==> config.mk <==
export PLATFORM = sky130hd
export DESIGN_NAME = stopwatch_timer_dp_flat
export DESIGN_NICKNAME = d
export VERILOG_FILES = /design/src/rtl/stopwatch_pkg.sv /design/src/rtl/stopwatch_timer_dp_if.sv /design/src/rtl/stopwatch_timer_dp_tick_gen.sv /design/src/rtl/stopwatch_timer_dp.sv /design/src/flat_wrapper.sv
export SDC_FILE = /design/constraint.sdc
export NUM_CORES = 1
export LEC_CHECK = 0
export ABC_AREA = 0
export BUFFER_PORTS_ARGS = -buffer_cell sky130_fd_sc_hd__buf_4
export CORE_MARGIN = 10
export CORE_UTILIZATION = 28
export DETAILED_ROUTE_END_ITERATION = 10
export GPL_ROUTABILITY_DRIVEN = 0
export GPL_TIMING_DRIVEN = 0
export PLACE_DENSITY_LB_ADDON = 0.08
export SLEW_MARGIN = 20
export SYNTH_ARGS = -nofsm -noshare
export SYNTH_HDL_FRONTEND = slang
export SYNTH_SLANG_ARGS = --single-unit
export TNS_END_PERCENT = 100
==> constraint.sdc <==
create_clock -name clk -period 6.95 [get_ports clk]
set_clock_uncertainty 0.05 [all_clocks]
set_input_delay 0 -clock clk [delete_from_list [all_inputs] [get_ports clk]]
set_output_delay 0 -clock clk [all_outputs]
set_load 0.01 [all_outputs]
==> src/rtl/stopwatch_pkg.sv <==
// Shared constants, mode encoding and the packed time type for the stopwatch/timer datapath.
// Time struct fields are sized for the widest supported configuration; the top slices to its port widths.
package stopwatch_pkg;

    localparam logic [5:0] SEC_MAX = 6'd59;
    localparam logic [5:0] MIN_MAX = 6'd59;

    localparam logic MODE_UP   = 1'b0;
    localparam logic MODE_DOWN = 1'b1;

    localparam int MSEC_FW = 16;
    localparam int HOUR_FW = 5;

    typedef struct packed {
        logic [HOUR_FW-1:0] hour;
        logic [5:0]         min;
        logic [5:0]         sec;
        logic [MSEC_FW-1:0] msec;
    } time_t;

endpackage

==> src/rtl/stopwatch_timer_dp_if.sv <==
// Control/preload inputs and time/lap outputs of the stopwatch datapath.
// master = control FSM side, slave = datapath side.
interface stopwatch_timer_dp_if #(
    parameter int MSEC_W = 7,
    parameter int HOUR_W = 5
);
    logic              i_run;
    logic              i_clear;
    logic              i_mode;
    logic              i_load;
    logic              i_lap;
    logic [MSEC_W-1:0] i_ld_msec;
    logic [5:0]        i_ld_sec;
    logic [5:0]        i_ld_min;
    logic [HOUR_W-1:0] i_ld_hour;

    logic [MSEC_W-1:0] msec;
    logic [5:0]        sec;
    logic [5:0]        min;
    logic [HOUR_W-1:0] hour;
    logic [MSEC_W-1:0] lap_msec;
    logic [5:0]        lap_sec;
    logic [5:0]        lap_min;
    logic [HOUR_W-1:0] lap_hour;
    logic              o_lap_valid;
    logic              o_done;

    modport master (
        output i_run, i_clear, i_mode, i_load, i_lap,
        output i_ld_msec, i_ld_sec, i_ld_min, i_ld_hour,
        input  msec, sec, min, hour,
        input  lap_msec, lap_sec, lap_min, lap_hour, o_lap_valid, o_done
    );

    modport slave (
        input  i_run, i_clear, i_mode, i_load, i_lap,
        input  i_ld_msec, i_ld_sec, i_ld_min, i_ld_hour,
        output msec, sec, min, hour,
        output lap_msec, lap_sec, lap_min, lap_hour, o_lap_valid, o_done
    );
endinterface

==> src/rtl/stopwatch_timer_dp_tick_gen.sv <==
// Prescaler that divides clk by DIV and emits a registered one-cycle tick.
// Holds while disabled; the synchronous clear zeroes both count and tick.
module tick_gen #(
    parameter int DIV = 10
) (
    input  logic clk,
    input  logic reset_n,
    input  logic enable,
    input  logic clear,
    output logic tick
);
    localparam int CW = (DIV > 1) ? $clog2(DIV) : 1;

    logic [CW-1:0] count;

    always_ff @(posedge clk or negedge reset_n) begin
        if (!reset_n) begin
            count <= '0;
            tick  <= 1'b0;
        end else if (clear) begin
            count <= '0;
            tick  <= 1'b0;
        end else if (enable) begin
            if (count == CW'(DIV - 1)) begin
                count <= '0;
                tick  <= 1'b1;
            end else begin
                count <= count + CW'(1);
                tick  <= 1'b0;
            end
        end else begin
            tick <= 1'b0;
        end
    end
endmodule

==> src/rtl/stopwatch_timer_dp.sv <==
// Hundredths/seconds/minutes/hours up/down counter with preload, terminal detect and lap capture.
// Lap capture is built only when STOPWATCH_LAP_EN is defined; otherwise lap outputs are tied to 0.
module stopwatch_timer_dp
    import stopwatch_pkg::*;
#(
    parameter int CLK_FREQ = 100_000_000,
    parameter int TICK_HZ  = 100,
    parameter int HOUR_MAX = 24
) (
    input logic                 clk,
    input logic                 reset_n,
    stopwatch_timer_dp_if.slave bus
);
    localparam int MSEC_W = $clog2(TICK_HZ);
    localparam int HOUR_W = $clog2(HOUR_MAX);
    localparam int DIV    = CLK_FREQ / TICK_HZ;

    localparam logic [MSEC_FW-1:0] MSEC_TOP = MSEC_FW'(TICK_HZ - 1);
    localparam logic [HOUR_FW-1:0] HOUR_TOP = HOUR_FW'(HOUR_MAX - 1);

    time_t              cur;
    time_t              ld;
    logic               done;
    logic               tick;
    logic               all_zero;
    logic               last_step;
    logic [MSEC_FW-1:0] ld_msec_ext;
    logic [HOUR_FW-1:0] ld_hour_ext;

    tick_gen #(.DIV(DIV)) u_tick_gen (
        .clk    (clk),
        .reset_n(reset_n),
        .enable (bus.i_run && !done),
        .clear  (bus.i_clear || bus.i_load),
        .tick   (tick)
    );

    assign ld_msec_ext = MSEC_FW'(bus.i_ld_msec);
    assign ld_hour_ext = HOUR_FW'(bus.i_ld_hour);

    // Preload values saturate at each field's maximum rather than wrapping.
    always_comb begin
        ld      = '0;
        ld.msec = (ld_msec_ext > MSEC_TOP) ? MSEC_TOP : ld_msec_ext;
        ld.sec  = (bus.i_ld_sec > SEC_MAX) ? SEC_MAX : bus.i_ld_sec;
        ld.min  = (bus.i_ld_min > MIN_MAX) ? MIN_MAX : bus.i_ld_min;
        ld.hour = (ld_hour_ext > HOUR_TOP) ? HOUR_TOP : ld_hour_ext;
    end

    assign all_zero  = (cur == '0);
    assign last_step = (cur.msec == MSEC_FW'(1)) && (cur.sec == '0) &&
                       (cur.min == '0) && (cur.hour == '0);

    always_ff @(posedge clk or negedge reset_n) begin
        if (!reset_n) begin
            cur  <= '0;
            done <= 1'b0;
        end else if (bus.i_clear) begin
            cur  <= '0;
            done <= 1'b0;
        end else if (bus.i_load) begin
            cur  <= ld;
            done <= 1'b0;
        end else if (tick && !done) begin
            case (bus.i_mode)
                MODE_UP: begin
                    if (cur.msec == MSEC_TOP) begin
                        cur.msec <= '0;
                        if (cur.sec == SEC_MAX) begin
                            cur.sec <= '0;
                            if (cur.min == MIN_MAX) begin
                                cur.min  <= '0;
                                cur.hour <= (cur.hour == HOUR_TOP) ? '0 : cur.hour + HOUR_FW'(1);
                            end else begin
                                cur.min <= cur.min + 6'd1;
                            end
                        end else begin
                            cur.sec <= cur.sec + 6'd1;
                        end
                    end else begin
                        cur.msec <= cur.msec + MSEC_FW'(1);
                    end
                end
                MODE_DOWN: begin
                    // A tick at 0:00:00.00 only flags completion; the fields stay put.
                    if (all_zero) begin
                        done <= 1'b1;
                    end else begin
                        if (cur.msec != '0) begin
                            cur.msec <= cur.msec - MSEC_FW'(1);
                        end else begin
                            cur.msec <= MSEC_TOP;
                            if (cur.sec != '0) begin
                                cur.sec <= cur.sec - 6'd1;
                            end else begin
                                cur.sec <= SEC_MAX;
                                if (cur.min != '0) begin
                                    cur.min <= cur.min - 6'd1;
                                end else begin
                                    cur.min  <= MIN_MAX;
                                    cur.hour <= cur.hour - HOUR_FW'(1);
                                end
                            end
                        end
                        if (last_step) begin
                            done <= 1'b1;
                        end
                    end
                end
            endcase
        end
    end

    assign bus.msec   = cur.msec[MSEC_W-1:0];
    assign bus.sec    = cur.sec;
    assign bus.min    = cur.min;
    assign bus.hour   = cur.hour[HOUR_W-1:0];
    assign bus.o_done = done;

`ifdef STOPWATCH_LAP_EN
    time_t lap;
    logic  lap_valid;

    // Lap samples the time as it was before this cycle's update, so a coincident tick is excluded.
    always_ff @(posedge clk or negedge reset_n) begin
        if (!reset_n) begin
            lap       <= '0;
            lap_valid <= 1'b0;
        end else if (bus.i_clear) begin
            lap       <= '0;
            lap_valid <= 1'b0;
        end else if (bus.i_lap) begin
            lap       <= cur;
            lap_valid <= 1'b1;
        end
    end

    assign bus.lap_msec    = lap.msec[MSEC_W-1:0];
    assign bus.lap_sec     = lap.sec;
    assign bus.lap_min     = lap.min;
    assign bus.lap_hour    = lap.hour[HOUR_W-1:0];
    assign bus.o_lap_valid = lap_valid;
`else
    assign bus.lap_msec    = '0;
    assign bus.lap_sec     = '0;
    assign bus.lap_min     = '0;
    assign bus.lap_hour    = '0;
    assign bus.o_lap_valid = 1'b0;
`endif

endmodule

==> src/flat_wrapper.sv <==
// flat-port wrapper written by rule: the top's interface ports become plain ports
module stopwatch_timer_dp_flat import stopwatch_pkg::*;
#(
    parameter int CLK_FREQ = 100_000_000,
    parameter int TICK_HZ  = 100,
    parameter int HOUR_MAX = 24
)
  (clk, reset_n, bus_i_run, bus_i_clear, bus_i_mode, bus_i_load, bus_i_lap, bus_i_ld_msec, bus_i_ld_sec, bus_i_ld_min, bus_i_ld_hour, bus_msec, bus_sec, bus_min, bus_hour, bus_lap_msec, bus_lap_sec, bus_lap_min, bus_lap_hour, bus_o_lap_valid, bus_o_done);
  stopwatch_timer_dp_if #(.MSEC_W((7)), .HOUR_W((5))) bus_i ();
  input logic clk;
  input logic reset_n;
  input wire logic [$bits(bus_i.i_run)-1:0] bus_i_run;
  input wire logic [$bits(bus_i.i_clear)-1:0] bus_i_clear;
  input wire logic [$bits(bus_i.i_mode)-1:0] bus_i_mode;
  input wire logic [$bits(bus_i.i_load)-1:0] bus_i_load;
  input wire logic [$bits(bus_i.i_lap)-1:0] bus_i_lap;
  input wire logic [$bits(bus_i.i_ld_msec)-1:0] bus_i_ld_msec;
  input wire logic [$bits(bus_i.i_ld_sec)-1:0] bus_i_ld_sec;
  input wire logic [$bits(bus_i.i_ld_min)-1:0] bus_i_ld_min;
  input wire logic [$bits(bus_i.i_ld_hour)-1:0] bus_i_ld_hour;
  output wire logic [$bits(bus_i.msec)-1:0] bus_msec;
  output wire logic [$bits(bus_i.sec)-1:0] bus_sec;
  output wire logic [$bits(bus_i.min)-1:0] bus_min;
  output wire logic [$bits(bus_i.hour)-1:0] bus_hour;
  output wire logic [$bits(bus_i.lap_msec)-1:0] bus_lap_msec;
  output wire logic [$bits(bus_i.lap_sec)-1:0] bus_lap_sec;
  output wire logic [$bits(bus_i.lap_min)-1:0] bus_lap_min;
  output wire logic [$bits(bus_i.lap_hour)-1:0] bus_lap_hour;
  output wire logic [$bits(bus_i.o_lap_valid)-1:0] bus_o_lap_valid;
  output wire logic [$bits(bus_i.o_done)-1:0] bus_o_done;
  assign bus_i.i_run = bus_i_run;
  assign bus_i.i_clear = bus_i_clear;
  assign bus_i.i_mode = bus_i_mode;
  assign bus_i.i_load = bus_i_load;
  assign bus_i.i_lap = bus_i_lap;
  assign bus_i.i_ld_msec = bus_i_ld_msec;
  assign bus_i.i_ld_sec = bus_i_ld_sec;
  assign bus_i.i_ld_min = bus_i_ld_min;
  assign bus_i.i_ld_hour = bus_i_ld_hour;
  assign bus_msec = bus_i.msec;
  assign bus_sec = bus_i.sec;
  assign bus_min = bus_i.min;
  assign bus_hour = bus_i.hour;
  assign bus_lap_msec = bus_i.lap_msec;
  assign bus_lap_sec = bus_i.lap_sec;
  assign bus_lap_min = bus_i.lap_min;
  assign bus_lap_hour = bus_i.lap_hour;
  assign bus_o_lap_valid = bus_i.o_lap_valid;
  assign bus_o_done = bus_i.o_done;
  stopwatch_timer_dp #(.CLK_FREQ(CLK_FREQ), .TICK_HZ(TICK_HZ), .HOUR_MAX(HOUR_MAX)) u_core (.clk(clk), .reset_n(reset_n), .bus(bus_i));
endmodule
Word-level counts from Yosys, hierarchy flattened
Cells that the tools add are included.
{"block": "classes", "addsub": 9, "n_mul": 0, "div": 0, "order_cmp": 4, "eq_ne": 13, "shifts": 0, "mux": 34, "bitwise_logic": 1, "n_reduce_logical": 23}
{"op": "two-way mux 33 bit", "count": 4}
{"op": "one-hot mux 33 bit (2 select lines)", "count": 1}
{"op": "two-way mux 20 bit", "count": 3}
{"op": "two-way mux 6 bit", "count": 6}
{"op": "two-way mux 17 bit", "count": 2}
{"op": "logical NOT 33 bit", "count": 1}
{"op": "two-way mux 16 bit", "count": 2}
{"op": "two-way mux 11 bit", "count": 2}
{"op": "adder 20 x 1 -> 20 bit, second input constant", "count": 1}
{"op": "== test 20 bit, second input constant", "count": 1}
{"op": "two-way mux 5 bit", "count": 4}
{"op": "adder 16 x 1 -> 16 bit, second input constant", "count": 1}
{"op": "== test 16 x 1 -> 1 bit, second input constant", "count": 1}
{"op": "== test 16 x 7 -> 1 bit, second input constant", "count": 1}
{"op": "inequality test 4 bit, second input constant", "count": 4}
{"op": "nonzero test 16 bit", "count": 1}
{"op": "subtractor 16 x 1 -> 16 bit, second input constant", "count": 1}
{"op": "adder 6 x 1 -> 6 bit, second input constant", "count": 2}
{"op": "== test 6 bit, second input constant", "count": 2}
{"op": "greater-than comparator 6 bit, second input constant", "count": 2}
{"op": "logical NOT 6 bit", "count": 2}
{"op": "inequality test 4 x 3 -> 1 bit, second input constant", "count": 3}
{"op": "nonzero test 6 bit", "count": 2}
{"op": "subtractor 6 x 1 -> 6 bit, second input constant", "count": 2}
{"op": "other kinds (20)", "count": 33}
{"block": "word_totals", "regBits": 55, "latch_bits": 0, "mem_bits_rw": 0, "romBits": 0, "in_bits": 31, "out_inout_bits": 50, "word_cells": 91, "mem_count": 0}

Logic depth before layout (Yosys ltp)
{"block": "logic_depth", "word_depth": 10, "depth_mapped": 10, "depth_no_buf": 8}

By module
A second synthesis with hierarchy kept.
{"block": "unflattened", "hier_cells": 609, "area_unflattened_um2": 5203.7}
{"mod": "stopwatch_timer_dp", "instances": 1, "cells_each": 485, "area_per_inst_um2": 4036.4, "seq_area_each_um2": 850.8}
{"mod": "tick_gen", "instances": 1, "cells_each": 124, "area_per_inst_um2": 1167.4, "seq_area_each_um2": 525.5}

Least setup slack after synthesis
Ideal clock, no wire load.
{"block": "synth_path", "kind": "flip-flop to flip-flop", "startpoint": "register u_core.bus.msec[0] (netlist name)", "endpoint": "register u_core.bus.min[5] (netlist name)", "setup_ps": 118, "t_arrival_ps": 2245, "required_time_ps": 6782, "path_slack_ps": 4537, "path_stages_with_launch": 11, "path_buffers": 2, "synth_period_minus_slack_ps": 2413, "path_cell_list": "dfrtp_1 -> clkbuf_1 -> inv_1 -> ha_1 -> nor3b_1 -> nand4_2 -> and2_1 -> buf_6 -> nor3_4 -> o22ai_1 -> a21o_1"}
{"block": "synth_between", "elab_chain_cells": 3, "word_cells_on_any_way": 7, "cone_classes": "4 x eq/ne; 3 x reduce/logical"}
{"element": "logical NOT 33 bit (tied with other cells)", "line_no": "stopwatch_timer_dp.sv:50", "text": "assign all_zero = (cur == '0);"}
{"element": "inequality test 4 bit (no source line) or inequality test 4 x 3 -> 1 bit (tied branches)"}
{"element": "AND reduction 6 bit (no source line) (*)"}
Mark *: on every way between the ends. The rest lies on a longest branch, timed or not.
A chain may end at the register's enable or synchronous reset.

Final worst setup path
{"block": "layout_path", "startpoint": "register u_core.bus.msec[0] (netlist name)", "endpoint": "register u_core.cur[14] (netlist name)"}
{"block": "layout_between", "elab_chain_cells": 7, "word_cells_on_any_way": 14, "cone_classes": "2 x add/sub; 2 x eq/ne; 7 x mux; 3 x reduce/logical"}
{"element": "subtractor 16 x 1 -> 16 bit or nonzero test 16 bit (tied branches)", "line_no": "stopwatch_timer_dp.sv:90, stopwatch_timer_dp.sv:89"}
{"element": "two-way mux 16 bit", "line_no": "stopwatch_timer_dp.sv:89", "text": "if (cur.msec != '0) begin"}
{"element": "two-way mux 33 bit", "line_no": "stopwatch_timer_dp.sv:86", "text": "if (all_zero) begin"}
{"element": "one-hot mux 33 bit (2 select lines)", "line_no": "stopwatch_timer_dp.sv:65", "text": "case (bus.i_mode)"}
{"element": "two-way mux 33 bit", "line_no": "stopwatch_timer_dp.sv:64", "text": "end else if (tick && !done) begin"}
{"element": "two-way mux 33 bit", "line_no": "stopwatch_timer_dp.sv:61", "text": "end else if (bus.i_load) begin"}
{"element": "two-way mux 33 bit", "line_no": "stopwatch_timer_dp.sv:58", "text": "end else if (bus.i_clear) begin"}
{"element": "to (signal assigned)", "line_no": "stopwatch_timer_dp.sv:62", "text": "cur <= ld;"}
{"element": "to (decl)", "line_no": "stopwatch_timer_dp.sv:21", "text": "time_t cur;"}
Parallel ways exist; a longest one is shown, timed or not. The select of a mux whose other input is x is not followed.

==> qor.csv <==
metric,value,unit
DRC viols,0,
post-synthesis cell type with the largest combined area,sky130_fd_sc_hd__dfrtp_1,
destination of the worst register-to-register timing path,u_core.cur[14]$_DFFE_PN0P_,
cell count after synthesis,620,
worst hold start,bus_i_ld_msec[6],
depth of the worst hold-timing path,3,
placed cells,921,
cell area reported after detailed placement,5650,um2
number of global-route vias before repair,4773,
final worst path period need,3.35,ns
"most common cell after layout, fill and taps aside",sky130_fd_sc_hd__buf_4,
post_cts resized,0,
largest cells by area after synthesis,"sky130_fd_sc_hd__dfrtp_1 28%, sky130_fd_sc_hd__buf_4 7.5%, sky130_fd_sc_hd__o21ai_0 4.4%",
number of enable flip-flop cells after synthesis,0,
count of hold-fix buffers inserted at cts,7,
clock insertion delay at the later pin of the skew report,0.31,ns
global-route usage over all layers,0.138,
maximum level of the CTS H-tree,2,
ratio of final minimum period to clock period,0.483,
total gr overflow,0,
DPL Wire Length,12.4,mm
Die Y-Extent,152,um
remaining number of nets flagged by the antenna check after routing,0,
clock sinks,55,
number of vias in the routed layout,4846,
nature of the critical path startpoint,flip-flop,
Max Fanout on Critical Path,10,
share of synthesized flip-flops with an asynchronous set or reset,1.00,
share of synthesized area occupied by flip-flops and latches,0.282,
row count,48,
antenna violations before repair,1,
die span in x,152,um
sum of negative setup slack,0,ns
slew of the pin with the lowest slew margin,1.02,ns
post-synthesis register bit count,55,
number of buffers on the longest clock path,2,
synthesized cell area,4880,um2
# nets final,753,
via count normalized by instance count,5.17,
share of final-layout standard cells stronger than drive strength 1,0.194,
endpoint of the worst hold path,u_core.bus.msec[6]$_DFFE_PN0P_,
static leakage,2.52,nW
area of the die,23100,um2
element type at the critical path end,flip-flop,
maximum ir drop on the vdd rail,0.000111,V
CTS tree,built,
arrival time reported for the critical path endpoint,3.52,ns
total iterations of the first detailed-routing run,5,
Final Hold Vio Count,0,
per-instance average area after synthesis,7.88,um2
largest net degree at the start of global routing,56,
setup-violating endpoint count in the final report,0,
worst hold path type,in -> reg,
distinct cell type count of the synthesized netlist,73,
maximum operating frequency,0.298,GHz
core area,17200,um2
area share of the leading cell type in the synthesized netlist,0.282,
layout overhead on the synthesized area,20.2,%
total wirelength of the detailed-routed design,16.4,mm
maxcap violations,0,
pins over their slew limit,0,
Port-buffer cells,52,
data required time at the worst endpoint,7.12,ns
pwr/cell area,173,nW/um2
TritonCTS buffer count,5,
area of all placed cells without fillers,5870,um2
count of buffers added by post-CTS timing repair for setup,0,
clock tree root buffer cell,sky130_fd_sc_hd__clkbuf_16,
number of cell instances on the worst register-to-register path,10,
number of placed I/O pins,81,
Rel. slew slack,0.323,
Starting Density,0.284,
Worst R2R Setup Slack,3.60,ns
Wirelength per Cell,17.5,um
Clock transition at path regs,0.08,ns
"leading cell types in the layout, fill and taps excluded","101 x sky130_fd_sc_hd__buf_4, 55 x sky130_fd_sc_hd__dfrtp_1, 53 x sky130_fd_sc_hd__nor2_1",
crit path launch,u_core.bus.msec[0]$_DFFE_PN0P_,
reg2reg start,u_core.bus.msec[0]$_DFFE_PN0P_,
warnings from Yosys,0,
dominant register cell in the synthesized netlist,sky130_fd_sc_hd__dfrtp_1,
first-pass GRT wire length,26.6,mm
outcome,finished clean,
critical path type,reg -> reg,
number of non-filler instances in the completed layout,937,
setup repair after global routing missed its margin,false,
count of routing violations after the opening detailed-route iteration,304,
==> worst max path at each step <==
stage	endpoint	slack, ns
final	u_core.cur[14]$_DFFE_PN0P_	3.60
after detailed placement	u_core.cur[14]$_DFFE_PN0P_	3.66
after global routing	u_core.cur[14]$_DFFE_PN0P_	3.38
after global placement	u_core.cur[14]$_DFFE_PN0P_	3.75
after floorplan	u_core.bus.min[5]$_DFFE_PN0P_	4.54
after CTS	u_core.cur[14]$_DFFE_PN0P_	3.63
==> cell type report <==
| cell class | instances | area [um2] |
|---|---|---|
| Fill cell | 1902 | 11300 |
| Antenna cell | 1 | 2.50 |
| Timing Repair Buffer | 59 | 460 |
| Clock buffer | 5 | 125 |
| Sequential cell | 55 | 1380 |
| Tap cell | 225 | 282 |
| Multi-Input combinational cell | 480 | 2980 |
| Buffer | 85 | 532 |
| Clock inverter | 3 | 28.8 |
| Inverter | 24 | 90.1 |
==> power breakdown <==
group	total (mW)	switching (mW)	internal [mW]
Sequential	0.366	0.0269	0.339
Clock	0.275	0.137	0.138
Combinational	0.377	0.217	0.160
==> metrics by stage <==
| stage | hold WS, ns | setup slack [ns] | power (mW) | utilization |
|---|---|---|---|---|
| after floorplan | -0.346 | 4.54 | 0.622 | - |
| after global placement | 0.0781 | 3.75 | 0.745 | 0.329 |
| after detailed placement | 0.0912 | 3.66 | 0.746 | 0.329 |
| after CTS | 0.0217 | 3.63 | 1.03 | 0.342 |
| after global routing | 0.0444 | 3.38 | 1.09 | 0.342 |
| final | 0.0202 | 3.60 | 1.02 | 0.342 |
==> routing by layer <==
metal / routed length, um / track usage / vias up / share of wire
met5: 0 / 0 / - / 0
met4: 195 / 0.0307 / 0 / 0.012
met3: 731 / 0.0251 / 13 / 0.045
met2: 7870 / 0.235 / 119 / 0.48
met1: 7600 / 0.176 / 2346 / 0.46
li1: - / - / 2368 / -
==> kinds of logic after synthesis <==
family	Yosys count	share of synthesized area
XOR/XNOR	30	0.0538
adder cells (fa/ha/maj)	12	0.0307
flip-flops	55	0.282
multiplexers	2	0.00410
AO/OA/AOI/OAI	168	0.233
AND/OR/NAND/NOR	243	0.269
buffers and inverters	109	0.127
other	1	0.000768
==> cell usage after synthesis, types with 7 or more instances <==
master / n
sky130_fd_sc_hd__dfrtp_1: 55
sky130_fd_sc_hd__nor2_1: 53
sky130_fd_sc_hd__buf_4: 49
sky130_fd_sc_hd__nand2_1: 49
sky130_fd_sc_hd__o21ai_0: 43
sky130_fd_sc_hd__a21oi_1: 34
sky130_fd_sc_hd__nand3_1: 27
sky130_fd_sc_hd__nor3_1: 25
sky130_fd_sc_hd__inv_1: 23
sky130_fd_sc_hd__clkbuf_1: 22
sky130_fd_sc_hd__nand4_1: 16
sky130_fd_sc_hd__xor2_1: 16
sky130_fd_sc_hd__and3_1: 14
sky130_fd_sc_hd__xnor2_1: 14
sky130_fd_sc_hd__ha_1: 12
sky130_fd_sc_hd__buf_2: 11
sky130_fd_sc_hd__nor2b_1: 10
sky130_fd_sc_hd__o31ai_1: 10
sky130_fd_sc_hd__a31oi_1: 8
sky130_fd_sc_hd__and2_1: 7
sky130_fd_sc_hd__nand2b_1: 7
sky130_fd_sc_hd__nor4_1: 7
sky130_fd_sc_hd__o211ai_1: 7
==> state kept, by name (all words and copies together) (netlist names) <==
name,cells
u_core.bus.sec,6
u_core.bus.hour,5
u_core.bus.o_done,1
u_core.u_tick_gen.count,20
u_core.u_tick_gen.tick,1
u_core.bus.min,6
u_core.bus.msec,7
u_core.cur,9
==> worst max-delay path, stage by stage (launching register included) <==
cell and delay [ns]:
sky130_fd_sc_hd__dfrtp_1 0.41, sky130_fd_sc_hd__clkbuf_1 0.30, sky130_fd_sc_hd__inv_1 0.11, sky130_fd_sc_hd__ha_1 0.30, sky130_fd_sc_hd__nor3b_1 0.20, sky130_fd_sc_hd__nand4_2 0.18
sky130_fd_sc_hd__buf_2 0.27, sky130_fd_sc_hd__nor3_1 0.08, sky130_fd_sc_hd__a21oi_1 0.81, sky130_fd_sc_hd__inv_1 0.28, sky130_fd_sc_hd__o21ai_0 0.26
Power figures use the tool's default switching activity.
